## config.mk

```make
export PLATFORM = sky130hd
export DESIGN_NAME = mmio_bridge
export DESIGN_NICKNAME = d
export VERILOG_FILES = /design/src/rtl/mmio_pkg.sv /design/src/rtl/sync_fifo.sv /design/src/rtl/mmio_bridge.sv
export SDC_FILE = /design/constraint.sdc
export NUM_CORES = 1
export LEC_CHECK = 0
export ABC_CLOCK_PERIOD_IN_PS = 2700
export CAP_MARGIN = 20
export CORE_MARGIN = 2
export CORE_UTILIZATION = 45
export CTS_BUF_LIST = sky130_fd_sc_hd__clkbuf_4
export CTS_CLUSTER_DIAMETER = 40
export DETAILED_ROUTE_END_ITERATION = 12
export DONT_BUFFER_PORTS = 1
export PLACE_DENSITY = 0.71
export SKIP_LAST_GASP = 1
export SLEW_MARGIN = 30
export SYNTH_ARGS = -nofsm -noshare
export SYNTH_HDL_FRONTEND = slang
export SYNTH_SLANG_ARGS = --single-unit
```

## constraint.sdc

```tcl
create_clock -name clock -period 2.7 [get_ports clock]
set_clock_uncertainty 0.2 [all_clocks]
set_input_delay 0.81 -clock clock [delete_from_list [all_inputs] [get_ports clock]]
set_output_delay 0.81 -clock clock [all_outputs]
set_load 0.03 [all_outputs]
```

## src/rtl/mmio_pkg.sv

```systemverilog
// Register offsets and bit positions shared by the MMIO bridge and its users.
package mmio_pkg;
  localparam logic [31:0] OFF_DATA   = 32'd0;
  localparam logic [31:0] OFF_STATUS = 32'd1;
  localparam logic [31:0] OFF_DROPS  = 32'd2;
  localparam logic [31:0] OFF_CTRL   = 32'd3;

  localparam int STAT_EMPTY   = 0;
  localparam int STAT_FULL    = 1;
  localparam int STAT_CNT_LSB = 4;

  localparam int CTRL_FLUSH     = 0;
  localparam int CTRL_CLR_DROPS = 1;
endpackage

```

## src/rtl/sync_fifo.sv

```systemverilog
// Word FIFO with registered pointers and a head output that is zero while empty.
// Push visible one cycle later; a push into a full FIFO lands only if a pop happens in the same cycle; flush beats push/pop.
module sync_fifo #(
  parameter int WIDTH = 32,
  parameter int DEPTH = 4
) (
  input  logic                     clock,
  input  logic                     reset_n,
  input  logic                     push,
  input  logic [WIDTH-1:0]         push_dat,
  input  logic                     pop,
  input  logic                     flush,
  output logic                     full,
  output logic                     empty,
  output logic [$clog2(DEPTH):0]   count,
  output logic [WIDTH-1:0]         head
);
  localparam int AW = $clog2(DEPTH);

  logic [AW-1:0]    wr_ptr_q, wr_ptr_d, rd_ptr_q, rd_ptr_d;
  logic [AW:0]      count_q, count_d;
  logic [WIDTH-1:0] mem_q [DEPTH];
  logic [WIDTH-1:0] mem_d [DEPTH];
  logic             do_pop, do_push;

  assign full    = (count_q == (AW+1)'(DEPTH));
  assign empty   = (count_q == '0);
  assign count   = count_q;
  assign head    = empty ? '0 : mem_q[rd_ptr_q];
  assign do_pop  = pop & ~empty;
  assign do_push = push & (~full | do_pop);

  always_comb begin
    mem_d    = mem_q;
    wr_ptr_d = wr_ptr_q;
    rd_ptr_d = rd_ptr_q;
    count_d  = count_q;
    if (flush) begin
      wr_ptr_d = '0;
      rd_ptr_d = '0;
      count_d  = '0;
    end else begin
      if (do_push) begin
        mem_d[wr_ptr_q] = push_dat;
        wr_ptr_d        = wr_ptr_q + AW'(1);
      end
      if (do_pop) rd_ptr_d = rd_ptr_q + AW'(1);
      count_d = count_q + (AW+1)'(do_push) - (AW+1)'(do_pop);
    end
  end

  always_ff @(posedge clock or negedge reset_n) begin
    if (!reset_n) begin
      wr_ptr_q <= '0;
      rd_ptr_q <= '0;
      count_q  <= '0;
      for (int i = 0; i < DEPTH; i++) mem_q[i] <= '0;
    end else begin
      wr_ptr_q <= wr_ptr_d;
      rd_ptr_q <= rd_ptr_d;
      count_q  <= count_d;
      mem_q    <= mem_d;
    end
  end
endmodule

```

## src/rtl/mmio_bridge.sv

```systemverilog
// Routes dmem traffic to RAM or an MMIO window feeding a valid/ready word stream; loads return in one cycle.
// Backpressure: pushes into a full FIFO without a same-cycle pop are dropped and counted in DROPS.
module mmio_bridge
  import mmio_pkg::*;
#(
  parameter int          FIFO_DEPTH = 4,
  parameter logic [31:0] MMIO_BASE  = 32'h0000_1000
) (
  input  logic        clock,
  input  logic        reset_n,
  input  logic [31:0] proc_addr,
  input  logic [31:0] proc_data,
  input  logic        proc_wren,
  input  logic        proc_hold,
  output logic [31:0] proc_q,
  output logic [31:0] ram_addr,
  output logic [31:0] ram_data,
  output logic        ram_wren,
  input  logic [31:0] ram_q,
  output logic [31:0] out_data,
  output logic        out_valid,
  input  logic        out_ready
);
  localparam int CW = $clog2(FIFO_DEPTH) + 1;

  logic          is_mmio, store_ev, data_wr, ctrl_wr, flush, clr_drops, pop, drop;
  logic [31:0]   off, status;
  logic          fifo_full, fifo_empty;
  logic [CW-1:0] fifo_count;
  logic [31:0]   drops_q, drops_d, rd_mmio_q, rd_mmio_d;
  logic          rd_sel_q, rd_sel_d;

  assign is_mmio   = (proc_addr >= MMIO_BASE);
  assign off       = proc_addr - MMIO_BASE;
  assign ram_addr  = proc_addr;
  assign ram_data  = proc_data;
  assign ram_wren  = proc_wren & ~is_mmio;
  // A held store is the same instruction repeating, so it must not act twice.
  assign store_ev  = proc_wren & ~proc_hold & is_mmio;
  assign data_wr   = store_ev & (off == OFF_DATA);
  assign ctrl_wr   = store_ev & (off == OFF_CTRL);
  assign flush     = ctrl_wr & proc_data[CTRL_FLUSH];
  assign clr_drops = ctrl_wr & proc_data[CTRL_CLR_DROPS];
  assign out_valid = ~fifo_empty;
  assign pop       = out_valid & out_ready;
  assign drop      = data_wr & ~flush & fifo_full & ~pop;
  assign proc_q    = rd_sel_q ? rd_mmio_q : ram_q;

  sync_fifo #(.WIDTH(32), .DEPTH(FIFO_DEPTH)) u_fifo (
    .clock    (clock),
    .reset_n  (reset_n),
    .push     (data_wr),
    .push_dat (proc_data),
    .pop      (pop),
    .flush    (flush),
    .full     (fifo_full),
    .empty    (fifo_empty),
    .count    (fifo_count),
    .head     (out_data)
  );

  always_comb begin
    status                        = '0;
    status[STAT_EMPTY]            = fifo_empty;
    status[STAT_FULL]             = fifo_full;
    status[STAT_CNT_LSB +: 4]     = 4'(fifo_count);

    drops_d = drops_q;
    if (clr_drops)                  drops_d = '0;
    else if (drop && drops_q != '1) drops_d = drops_q + 32'd1;

    rd_sel_d  = is_mmio;
    rd_mmio_d = '0;
    if (is_mmio) begin
      if (off == OFF_STATUS)     rd_mmio_d = status;
      else if (off == OFF_DROPS) rd_mmio_d = drops_q;
    end
  end

  always_ff @(posedge clock or negedge reset_n) begin
    if (!reset_n) begin
      drops_q   <= '0;
      rd_sel_q  <= 1'b0;
      rd_mmio_q <= '0;
    end else begin
      drops_q   <= drops_d;
      rd_sel_q  <= rd_sel_d;
      rd_mmio_q <= rd_mmio_d;
    end
  end
endmodule

```

==> results of run 1 <==
==> what timing repair did <==
| item | CTS | global route |
|---|---|---|
| buffers inserted | 6 | 4 |
| gates resized for setup | 42 | 38 |
| cloned | 2 | 5 |
| endpoints found under the setup margin | 65 | 83 |
| hold endpoints to repair | 200 | 200 |
| pin swaps | 4 | 3 |
==> metrics by stage <==
stage / worst slack [ns] / cells / power [mW] / hold WS (ns)
2_1_floorplan: -0.949 / 812 / 3.90 / 0.256
3_3_place_gp: -0.625 / 1068 / 4.01 / 0.281
3_5_place_dp: -0.648 / 1068 / 4.00 / 0.288
4_1_cts: -0.501 / 1107 / 5.71 / -0.372
5_1_grt: -0.551 / 1118 / 6.18 / -0.378
6_report: -0.447 / 1118 / 5.89 / -0.283
==> cells in the mapped netlist, types with 4 or more instances <==
library cell and count:
o21bai_1 8, inv_1 9, o21ai_0 13, mux2_2 127
or4_1 24, buf_1 9, nand3_1 19, buf_6 12
ha_1 7, mux2i_1 11, nor2_1 15, dfrtp_1 200
a21oi_1 25, mux2_4 33, and2_1 64, o31ai_1 21
nor4_1 11, nor3_1 6, clkbuf_1 27, mux4_2 32
and4_1 6, nor2b_1 4, nand2_4 4, and3_1 8
buf_4 64, nand2_1 13, nand4_1 14
==> path summary, 6_finish.rpt <==
| check | startpoint | endpoint | slack [ns] | cells after the start |
|---|---|---|---|---|
| min reg2reg | u_fifo.mem_q[119] | u_fifo.mem_q[119] | 0.32 | 1 |
| min in group clock | proc_data[7] | u_fifo.mem_q[71] | 0.13 | 1 |
| max in group asynchronous | reset_n | rd_sel_q | 2.22 | 0 |
| max reg2reg | drops_q[0] | drops_q[26] | 0.12 | 7 |
| min | reset_n | u_fifo.mem_q[81] | -0.28 | 0 |
| max | u_fifo.rd_ptr_q[0] | out_data[17] | -0.45 | 5 |
==> layout make-up <==
class,instances,area share
repair buffers,98,0.116
clock buffers,17,0.0106
flip-flops and latches,200,0.417
well taps,285,0.0297
inverters,9,0.00281
clock inverters,15,0.0163
multi-input cells,491,0.407
diodes,3,0.000624
==> per-layer routing <==
layer | wire length, microns | GRT usage
met2 | 11500 | 0.317
met1 | 10200 | 0.254
met5 | 0 | 0
met3 | 1420 | 0.0498
met4 | 387 | 0.0546
==> cells by family after synthesis <==
logic type | Yosys count | share of synthesized area
XOR/XNOR | 5 | 0.00420
AO/OA/AOI/OAI | 72 | 0.0428
adder cells (fa/ha/maj) | 8 | 0.0103
AND/OR/NAND/NOR | 203 | 0.123
buffers and inverters | 121 | 0.0752
flip-flops | 200 | 0.480
multiplexers | 203 | 0.264
==> critical path, cell delays in order, from the launching register on <==
cell and delay [ns]:
dfrtp_2 0.46, buf_12 0.13, clkbuf_16 0.15, mux4_2 0.50, and2_4 0.18, buf_12 0.13
==> registers in the layout, indices dropped and copies added (netlist names) <==
name	count
u_fifo.mem_q	128
drops_q	32
rd_mmio_q	32
u_fifo.count	3
u_fifo.rd_ptr_q	2
u_fifo.wr_ptr_q	2
rd_sel_q	1
==> power by group through the flow <==
stage | Combinational (mW) | Clock [mW] | Sequential, mW
global route | 1.15 | 1.89 | 3.14
finish | 1.08 | 1.69 | 3.13
detailed placement | 0.837 | 0 | 3.17
global placement | 0.842 | 0 | 3.17
floorplan | 0.780 | 0 | 3.12
CTS | 0.853 | 1.75 | 3.12
==> out/metrics.yaml, run 1 <==
routing:
  drtIter0Drc: 416
  route.detailed.drc: 0
  postRouteAntennaNets: 0
  drt_wl_total_mm: 23.5
  drt_pre_antenna_iters: 4
  wire_per_inst_microns: 21.0
  via_per_inst: 5.83
  dr_total_vias: 6520
yosys:
  synth_cells: 812
  synthTopCellsByArea: "dfrtp_1, mux2_2, mux4_2, mux2_4, buf_4"
  ys.flop_type: "dfrtp_1"
  async_reset_ff_frac: 1.00
  synth_area_sq_um: 10400
  seq_area_frac_synth: 0.480
  syn_avg_cell_area_sq_um: 12.8
  synth_seq_cells: 200
  synth_edf_count: 0
  synth.distinct_cells: 42
  synth.top_cell.area_share: 0.480
  synth_top_area_cell: "dfrtp_1"
  syn-num-nets: 921
  yosysWarnings: 0
final_layout:
  syn_to_final_growth_pct: 15.3
  multiInputGateArea_sq_um: 4890
  nNetsFinal: 926
  mostFrequentLayoutCells: "dfrtp_1, mux2_2, mux2_4"
  drive_gt1_frac: 0.457
  nFillCells: 1855
  final_common_cell: "dfrtp_1"
  ff_latch_area_sq_um: 5010
  utilization: 0.529
  finish.instance_area_sq_um: 12000
global_route:
  grt_pass1_wl_mm: 36.2
  antenna_found_initial: 3
  grt_pass1_vias: 6643
  grt_overflow: 0
  groute.usage.overall: 0.193
  grt_max_degree: 201
placed_design:
  numPortBuffers: 0
  dpl.hpwl_mm: 15.2
  placed_area_sq_um: 11200
  gp_congestion: 0.782
sta:
  worst_slack_ns: -0.447
  period_share: 1.17
  rsz0062_at_grt: "true"
  tightestPinTransition_ns: 0.582
  setup_violations: 59
  drv_slew: 0
  slew_headroom: 0.608
  fin_hold_ws_ns: -0.283
  clock.fmax_mhz: 318
  finalSetupTns_ns: -14.85
  fin_crit_ns: 3.15
  hold_violations: 200
floorplan:
  start_util: 0.459
  coreArea_sq_um: 22700
  die_h_microns: 156
  row_count: 55
  chipWidth_microns: 156
  pin_count: 231
  die_area_sq_um: 24400
setup_path:
  path_class: "flop to output pin"
  crit_arrival_ns: 2.14
  startpoint_type: "flop"
  crit_required_ns: 1.69
  end_kind: "output pin"
  cp_max_fo: 5
power_and_ir_drop:
  p_leak_nw: 5.74
  vdd_ir_drop_max_mv: 0.258
  cell_internal_pwr_mw: 4.15
  p_sw_frac: 0.295
  share_comb_of_total_power: 0.183
  clock_power_share: 0.287
  p_sw_mw: 1.74
  power.density_nw_per_um2: 490
  seqPwrFrac: 0.531
worst_hold_path:
  hp-class: "primary input to async pin"
outcome:
  violations: "hold timing, setup timing"
  status: "finished, violations left"
clock_network:
  path_clk_slew_ns: 0.18
  numClockSinks: 200
  clockBufferDepth: 2
  insertion_delay_ns: 0.61
  cts_buffers: 17
  cts_tree: "done"
  cts_root_buf: "clkbuf_4"
  h-tree-depth: 4
run:
  maxCapViolations: 0
Power figures use the tool's default switching activity.
==> run 2: changes to the inputs <==
--- a/config.mk
+++ b/config.mk
@@ -13,7 +13,7 @@
 export CTS_CLUSTER_DIAMETER = 40
 export DETAILED_ROUTE_END_ITERATION = 12
 export DONT_BUFFER_PORTS = 1
-export PLACE_DENSITY = 0.71
+export PLACE_DENSITY = 0.7
 export SKIP_LAST_GASP = 1
 export SLEW_MARGIN = 30
 export SYNTH_ARGS = -nofsm -noshare
==> run 2 against run 1 <==
Compared with the run above: setup slack gained 0.013 ns; cell count increased by 0.63%; the run still ends with hold timing, setup timing left; sequential power is essentially flat; critical path depth stayed put; highest routed layer unchanged; sequential share of layout area is 0.054 points lower; non-clock buffer count up 8; clock power is 5% lower; fmax increased by 0.41%.
==> out/metrics.yaml, run 2 (synthesis results as in run 1) <==
power_and_ir_drop:
  totalPowerFinal_mw: 5.87
  seqPwrFrac: 0.530
  share_comb_of_total_power: 0.196
  p_sw_mw: 1.77
  vdd_ir_drop_max_mv: 0.310
  power.density_nw_per_um2: 488
  p_leak_nw: 5.75
  p_sw_frac: 0.301
  cell_internal_pwr_mw: 4.10
  clock_power_share: 0.274
placed_design:
  placed_area_sq_um: 11200
  gp_congestion: 0.807
  dpl.hpwl_mm: 15.6
  post-place-ws_ns: -0.690
  numPortBuffers: 0
global_route:
  grt_pass1_vias: 6679
  grt_max_degree: 201
  grt_overflow: 0
  groute.usage.overall: 0.197
  grt_most_used_layer: "met2"
  antenna_found_initial: 2
  grt_util_met1: 0.261
  use_met2: 0.335
  use_met3: 0.0435
  grt_pass1_wl_mm: 37.3
sta:
  worst_slack_ns: -0.435
  hold_violations: 200
  slew_headroom: 0.688
  rsz0062_at_grt: "true"
  drv_slew: 0
  clock.fmax_mhz: 319
  setup_violations: 48
  fin_crit_ns: 3.13
  period_share: 1.16
  tightestPinTransition_ns: 0.463
  fin_hold_ws_ns: -0.273
setup_path:
  startpoint_type: "flop"
  worstReg2RegEnd: "u_fifo.count[2]"
  end_kind: "output pin"
  timing.rr.start: "u_fifo.count[2]"
  crit_required_ns: 1.69
  cp_max_fo: 6
  path_class: "flop to output pin"
  crit_arrival_ns: 2.12
  rrSetupSlack_ns: 0.04
  crit_start: "u_fifo.rd_ptr_q[0]"
  reg2regPathDepth: 10
outcome:
  violations: "hold timing, setup timing"
  status: "finished, violations left"
final_layout:
  final_common_cell: "dfrtp_1"
  mostFrequentLayoutCells: "dfrtp_1, mux2_2, mux2_4"
  regMostFlops: "u_fifo.mem_q"
  largest_reg_flops: 128
  nNetsFinal: 934
  largestRegisters: "u_fifo.mem_q: 128 flops, drops_q: 32 flops, rd_mmio_q: 32 flops"
  drive_gt1_frac: 0.464
  syn_to_final_growth_pct: 15.4
  finish.instance_area_sq_um: 12000
floorplan:
  start_util: 0.459
  coreArea_sq_um: 22700
  chipWidth_microns: 156
  row_count: 55
  die_h_microns: 156
  die_area_sq_um: 24400
  pin_count: 231
routing:
  postRouteAntennaNets: 0
  dr_total_vias: 6527
  via_per_inst: 5.80
  route.detailed.drc: 0
  drt_pre_antenna_iters: 5
  wire_per_inst_microns: 21.1
  drtIter0Drc: 363
  drt_wl_total_mm: 23.7
clock_network:
  path_clk_slew_ns: 0.18
  numClockSinks: 200
  h-tree-depth: 4
  cts_root_buf: "clkbuf_4"
  insertion_delay_ns: 0.59
  cts_tree: "done"
  clockBufferDepth: 2
  cts_buffers: 17
run:
  maxCapViolations: 0
worst_hold_path:
  hp-class: "primary input to async pin"
==> run 2: changes by cell type in the layout (fill, tap and decap cells not counted), sizes merged <==
cell,previous run,this run
clkbuf,21,19
diode,3,2
clkinvlp,1,2
buf,94,104
bufinv,1,0
==> run 2: power groups by stage <==
stage,clock (mW),sequential (mW),combinational (mW)
after global routing,1.79,3.12,1.24
final,1.61,3.11,1.15
after CTS,1.66,3.12,1.07
after global placement,0,3.18,0.841
after detailed placement,0,3.18,0.855
after floorplan,0,3.12,0.780
==> run 2: layout make-up <==
type                    instances  area [sq um]
clock buffers                  17           128
diodes                          2          5.00
well taps                     285           357
fillers                      1864         10700
clock inverters                15           169
multi-input cells             491          4900
repair buffers                106          1430
inverters                       9          33.8
flip-flops and latches        200          5010
==> run 2: stage by stage <==
step / setup TNS, ns / instances / util
after global routing: -18.27 / 1125 / 0.530
after CTS: -16.39 / 1116 / 0.524
final: -13.28 / 1125 / 0.530
after floorplan: -79.39 / 812 / -
after detailed placement: -84.82 / 1073 / 0.493
after global placement: -80.02 / 1073 / 0.493
==> run 2: worst max-delay path by stage <==
stage	endpoint	slack, ns	cells after the start
floorplan	u_fifo.count[2]	-0.95	9
global placement	u_fifo.count[2]	-0.64	9
detailed placement	u_fifo.count[2]	-0.69	9
CTS	out_data[26]	-0.49	5
global route	out_data[15]	-0.54	5
finish	out_data[14]	-0.43	5
==> run 2: metal layers <==
metal | vias up | routed length, microns | part of all wire
li1 | 2943 | - | -
met4 | 0 | 211 | 0.0089
met5 | - | 0 | 0
met3 | 26 | 1110 | 0.047
met1 | 3380 | 10200 | 0.43
met2 | 178 | 12100 | 0.51
==> run 2: worst max-delay path, stage by stage, from the launching register on <==
cell	delay [ns]
dfrtp_2	0.44
buf_6	0.16
buf_12	0.13
mux4_2	0.50
and2_4	0.18
buf_6	0.13
==> run 2: repair_timing <==
| action | CTS | global route |
|---|---|---|
| hold endpoints to repair | 200 | 200 |
| setup endpoints to repair | 64 | 72 |
| gates resized for setup | 78 | 18 |
| pin swaps | 3 | 3 |
| buffers inserted | 8 | 6 |
| cloned | 3 | 2 |
==> run 3: changes to the inputs <==
--- a/config.mk
+++ b/config.mk
@@ -11,6 +11,7 @@
 export CORE_UTILIZATION = 45
 export CTS_BUF_LIST = sky130_fd_sc_hd__clkbuf_4
 export CTS_CLUSTER_DIAMETER = 40
+export CTS_CLUSTER_SIZE = 28
 export DETAILED_ROUTE_END_ITERATION = 12
 export DONT_BUFFER_PORTS = 1
 export PLACE_DENSITY = 0.7
==> results of run 3 <==
Final layout, timing and power as in run 2 (identical DEF).
